--- config.mk ---
export PLATFORM = sky130hd
export DESIGN_NAME = barcode_rx
export DESIGN_NICKNAME = d
export VERILOG_FILES = /design/src/rtl/barcode_pkg.sv /design/src/rtl/bc_sync.sv /design/src/rtl/barcode_rx.sv
export SDC_FILE = /design/constraint.sdc
export NUM_CORES = 1
export LEC_CHECK = 0
export CAP_MARGIN = 20
export CORE_ASPECT_RATIO = 0.5
export CORE_MARGIN = 5
export CORE_UTILIZATION = 55
export CTS_BUF_LIST = sky130_fd_sc_hd__clkbuf_4
export DETAILED_ROUTE_END_ITERATION = 10
export PLACE_DENSITY_LB_ADDON = 0.1
export SLEW_MARGIN = 20
export SYNTH_ARGS = -nofsm -noshare
export SYNTH_HDL_FRONTEND = slang
export SYNTH_SLANG_ARGS = --single-unit
--- constraint.sdc ---
create_clock -name clk -period 3.3 [get_ports clk]
set_input_delay 0.825 -clock clk [delete_from_list [all_inputs] [get_ports clk]]
set_output_delay 0.825 -clock clk [all_outputs]
set_load 0.01 [all_outputs]
--- src/rtl/barcode_pkg.sv ---
// Shared types and constants for the station barcode receiver.
package barcode_pkg;
  typedef enum logic [1:0] {IDLE, START, WAIT_FALL, SAMPLE} state_t;

  localparam int         ID_BITS    = 8;
  localparam logic [1:0] VALID_MASK = 2'b00;
endpackage

--- src/rtl/bc_sync.sv ---
// Two-flop synchronizer (preset high) plus an edge-detect flop for an async pin.
// Edges appear combinationally two clocks after the pin changes; no backpressure.
module bc_sync (
  input  logic clk,
  input  logic rst_n,
  input  logic din,
  output logic bc_s,
  output logic fall,
  output logic rise
);
  logic meta;
  logic sync;
  logic prev;

  always_ff @(posedge clk or negedge rst_n) begin
    if (!rst_n) begin
      meta <= 1'b1;
      sync <= 1'b1;
      prev <= 1'b1;
    end else begin
      meta <= din;
      sync <= meta;
      prev <= sync;
    end
  end

  assign bc_s = sync;
  assign fall = prev & ~sync;
  assign rise = ~prev & sync;
endmodule

--- src/rtl/barcode_rx.sv ---
// Self-clocked barcode frame receiver: learns the bit period from the start bit, decodes 8 bits MSB first.
// ID/ID_vld update one clock after the 8th sample; no backpressure, ID_vld is sticky until clr_ID_vld.
module barcode_rx
  import barcode_pkg::*;
#(
  parameter int               TMR_W    = 22,
  parameter logic [TMR_W-1:0] TIMEOUT  = 22'h3FFFFF,
  parameter int               MIN_HALF = 4
) (
  input  logic               clk,
  input  logic               rst_n,
  input  logic               BC,
  input  logic               clr_ID_vld,
  output logic [ID_BITS-1:0] ID,
  output logic               ID_vld
);
  localparam logic [TMR_W-1:0] MIN_HALF_T = TMR_W'(MIN_HALF);

  logic bc_s;
  logic fall;
  logic rise;

  state_t             state, state_nxt;
  logic [TMR_W-1:0]   timer, timer_nxt, timer_inc;
  logic [TMR_W-1:0]   half, half_nxt;
  logic [ID_BITS-1:0] shift, shift_nxt;
  logic [3:0]         cnt, cnt_nxt;
  logic               eval, eval_nxt;

  bc_sync u_bc_sync (
    .clk  (clk),
    .rst_n(rst_n),
    .din  (BC),
    .bc_s (bc_s),
    .fall (fall),
    .rise (rise)
  );

  // Saturating increment: the timer parks at TIMEOUT rather than wrapping.
  assign timer_inc = (timer == TIMEOUT) ? timer : timer + 1'b1;

  always_ff @(posedge clk or negedge rst_n) begin
    if (!rst_n) begin
      state <= IDLE;
      timer <= '0;
      half  <= '0;
      shift <= '0;
      cnt   <= '0;
      eval  <= 1'b0;
    end else begin
      state <= state_nxt;
      timer <= timer_nxt;
      half  <= half_nxt;
      shift <= shift_nxt;
      cnt   <= cnt_nxt;
      eval  <= eval_nxt;
    end
  end

  always_comb begin
    state_nxt = state;
    timer_nxt = timer_inc;
    half_nxt  = half;
    shift_nxt = shift;
    cnt_nxt   = cnt;
    eval_nxt  = 1'b0;
    case (state)
      IDLE: begin
        timer_nxt = timer;
        if (fall) begin
          timer_nxt = '0;
          state_nxt = START;
        end
      end
      START: begin
        timer_nxt = bc_s ? timer : timer_inc;
        if (timer == TIMEOUT) begin
          state_nxt = IDLE;
        end else if (rise) begin
          // A short low pulse is a glitch, not a start bit.
          if (timer >= MIN_HALF_T) begin
            half_nxt  = timer;
            cnt_nxt   = '0;
            timer_nxt = '0;
            state_nxt = WAIT_FALL;
          end else begin
            state_nxt = IDLE;
          end
        end
      end
      WAIT_FALL: begin
        if (fall) begin
          timer_nxt = '0;
          state_nxt = SAMPLE;
        end else if (timer == TIMEOUT) begin
          state_nxt = IDLE;
        end
      end
      SAMPLE: begin
        if (timer == half) begin
          shift_nxt = {shift[ID_BITS-2:0], bc_s};
          cnt_nxt   = cnt + 1'b1;
          if (cnt == 4'(ID_BITS - 1)) begin
            eval_nxt  = 1'b1;
            state_nxt = IDLE;
          end else begin
            timer_nxt = '0;
            state_nxt = WAIT_FALL;
          end
        end
      end
      default: state_nxt = IDLE;
    endcase
  end

  // A completing valid frame takes priority over a simultaneous clear.
  always_ff @(posedge clk or negedge rst_n) begin
    if (!rst_n) begin
      ID     <= '0;
      ID_vld <= 1'b0;
    end else if (eval && (shift[ID_BITS-1:ID_BITS-2] == VALID_MASK)) begin
      ID     <= shift;
      ID_vld <= 1'b1;
    end else if (clr_ID_vld) begin
      ID_vld <= 1'b0;
    end
  end
endmodule
==> impl_metrics.env <==
export IMPL_synth_xor_xnor_area_share=0.0508
export IMPL_tightest_slew_ps=730
export IMPL_netlist_area_sq_um=3790
export IMPL_synth_top_family_by_area="simple AND/OR/NAND/NOR gates"
export IMPL_via_per_inst=6.10
export IMPL_worst_path_max_fanout=8
export IMPL_yosys_cell_count_top_type="dfrtp_1"
export IMPL_path_depth=8
export IMPL_ios=13
export IMPL_grt_overflow=0
export IMPL_worstSetupPathType="register to register"
export IMPL_syn_inst=359
export IMPL_hold_viol_final=0
export IMPL_final_max_slew_violation_count=0
export IMPL_row_count=21
export IMPL_ys_warn_count=0
export IMPL_numCtsBuffers=9
export IMPL_grt_max_degree=42
export IMPL_pre_cts_ws_ps=430
export IMPL_finalWeightedCongestion=0.977
export IMPL_clkSinkCount=71
export IMPL_cp_end_kind="register"
export IMPL_ant_nets=0
export IMPL_timing_setup_tns_ps=0
export IMPL_dr_pass1_iters=5
export IMPL_routed_wl_microns=8550
export IMPL_placed_cells=450
export IMPL_stdcell_area_sq_um=4060
export IMPL_area_growth_pct=6.89
export IMPL_ys_ff_latch=71
export IMPL_rr_worst_depth=8
export IMPL_finClkSkew_ps=17.9
export IMPL_die_w_microns=127
export IMPL_yosysUniqueCellTypes=56
export IMPL_final_core_util=0.605
export IMPL_power_density_nw_per_um2=539
export IMPL_synth_top_area_share=0.449
export IMPL_critical_path_endpoint="timer[0]$_DFFE_PN0N_"
export IMPL_grt_pass1_vias=2798
export IMPL_rsz0062_at_grt="no"
export IMPL_synth_compound_area_share=0.137
export IMPL_async_flop_share=1.00
export IMPL_setup_ws_ps=365
export IMPL_cp_data_required_time_ps=3660
export IMPL_initial_core_util=0.566
export IMPL_p_leak_nw=1.97
export IMPL_num_antenna_cells=0
export IMPL_post_cts_buffers=0
export IMPL_setup_viol=0
export IMPL_fin_crit_sh=0.889
export IMPL_core_area_sq_um=6700
export IMPL_path_buf_inv=0
export IMPL_holdWs_ps=364
export IMPL_layout_nets=376
export IMPL_dieArea_sq_um=8760
export IMPL_slowest_stage="or4_4"
export IMPL_tritoncts="built"
export IMPL_synthTopCellsByArea="dfrtp_1 45%, mux2_2 9.8%, xor2_1 5.1%"
export IMPL_synth_top_flop_cell="dfrtp_1"
export IMPL_port_buffers=12
export IMPL_netlist_top_cells_count="68 x dfrtp_1, 33 x mux2_2, 24 x a21oi_1, 22 x nand2_1, 22 x xor2_1"
export IMPL_syn_nets=366
export IMPL_crit_family="simple AND/OR/NAND/NOR gates"
export IMPL_groute_usage_overall=0.221
export IMPL_worst_setup_path_start_kind="register"
export IMPL_max_slew_margin=0.511
export IMPL_ir_worst_vdd_uv=261
export IMPL_clk_latency_ps=450
export IMPL_grt_pass1_wl_microns=14400
export IMPL_drtIter0Drc=217
export IMPL_synth_seq_area_share=0.469
export IMPL_max_cap_violations=0
export IMPL_place_area_sq_um=3920
export IMPL_r2r_start="timer[1]$_DFFE_PN0N_"
export IMPL_clk_pin_slew_ps=110
export IMPL_total_power_mw=2.19
export IMPL_clock_fmax_mhz=341
export IMPL_yosys_area_share_simple=0.163
export IMPL_synth_mux_area_frac=0.101
export IMPL_cp_arrival_ps=3290
export IMPL_via_count=2843
export IMPL_hold_buffers=0
export IMPL_dp_hpwl_microns=5960
export IMPL_stdcell_count=466
export IMPL_wl_per_cell_microns=18.3
export IMPL_cts_resized_gates=0
export IMPL_drive_gt1_frac=0.214
export IMPL_hold_class="register to register"
export IMPL_cts_root_buf="clkbuf_4"
export IMPL_crit_start="timer[1]$_DFFE_PN0N_"
export IMPL_reg2reg_slack_ps=360
export IMPL_synth_fa_ha_area_frac=0.00989
export IMPL_synth_largest_area_cell="dfrtp_1"
export IMPL_clock_path_buffers=2
export IMPL_cts_htree_levels=3
export IMPL_cpPeakStageDelay_ps=600
export IMPL_synth_avg_cell_area_sq_um=10.6
export IMPL_r2r_end="timer[0]$_DFFE_PN0N_"
export IMPL_fin_crit_ps=2940
export IMPL_antenna_found_initial=0
export IMPL_die_height_microns=68.7
export IMPL_crit_chain="ha_1 -> nand3_1 -> or4_4 -> o22ai_2 -> o21a_1 -> or2_2 -> nor2_1 -> a311oi_2"
export IMPL_status="finished clean"
export IMPL_remaining_drc_errors=0
export IMPL_synth_edf_count=0
area by class of cell:
type	instances	area, sq um
fillers	589	2650
flip-flops and latches	71	1780
multi-input cells	250	1750
repair buffers	26	233
well taps	92	115
clock buffers	10	75.1
clock inverters	6	61.3
inverters	11	43.8
worst register-to-register path: stages (launching register included):
cell and delay, ps:
dfrtp_1 520, ha_1 280, nand3_1 180, or4_4 600, o22ai_2 220, o21a_1 390, or2_2 220, nor2_1 170
a311oi_2 270
layer usage:
metal | part of all wire | GRT usage
met4 | 0.014 | 0.0816
met5 | 0 | 0
met3 | 0.082 | 0.0708
met2 | 0.44 | 0.340
met1 | 0.47 | 0.298
worst min path at each step:
stage          slack (ps)                      from  cells past startpoint                        to
2_1_floorplan         350  u_bc_sync.meta$_DFF_PN1_                      0  u_bc_sync.bc_s$_DFF_PN1_
3_3_place_gp          350  u_bc_sync.meta$_DFF_PN1_                      0  u_bc_sync.bc_s$_DFF_PN1_
3_5_place_dp          350  u_bc_sync.meta$_DFF_PN1_                      0  u_bc_sync.bc_s$_DFF_PN1_
4_1_cts               370  u_bc_sync.meta$_DFF_PN1_                      0  u_bc_sync.bc_s$_DFF_PN1_
5_1_grt               370  u_bc_sync.meta$_DFF_PN1_                      0  u_bc_sync.bc_s$_DFF_PN1_
6_report              360  u_bc_sync.meta$_DFF_PN1_                      0  u_bc_sync.bc_s$_DFF_PN1_
sequential cells by signal (all words and copies together) (netlist names):
register and flops:
ID 8, ID_vld 1, cnt 4, eval 1
half 22, shift 8, state 2, timer 22
u_bc_sync.bc_s 1, u_bc_sync.meta 1, u_bc_sync.prev 1
where the power goes:
part / switching [mW] / leakage (nW) / internal [mW]
combinational: 0.392 / 0.919 / 0.226
sequential: 0.0863 / 0.974 / 0.925
clock: 0.320 / 0.0778 / 0.237
total: 0.799 / 1.97 / 1.39
layout by cell type (no fill, tap or decap), types with 5 or more instances in the layout:
| cell type | count |
|---|---|
| a31oi_1 | 5 |
| clkdlybuf4s50_1 | 11 |
| a21oi_1 | 24 |
| nand3_1 | 18 |
| nand2_1 | 22 |
| dfrtp_1 | 68 |
| buf_4 | 13 |
| nor2_1 | 16 |
| inv_1 | 10 |
| clkbuf_4 | 10 |
| nor3_1 | 6 |
| nand4_1 | 8 |
| o21ai_0 | 17 |
| or3_1 | 7 |
| mux2_2 | 33 |
| nor4_1 | 12 |
| xor2_1 | 22 |
| o211ai_1 | 6 |
cells by family after synthesis:
logic type / after synthesis
compound gates: 79
xor+xnor: 22
fa+ha+maj: 3
buf+inv: 38
flops: 71
mux: 34
simple gates: 112
Power figures use the tool's default switching activity.
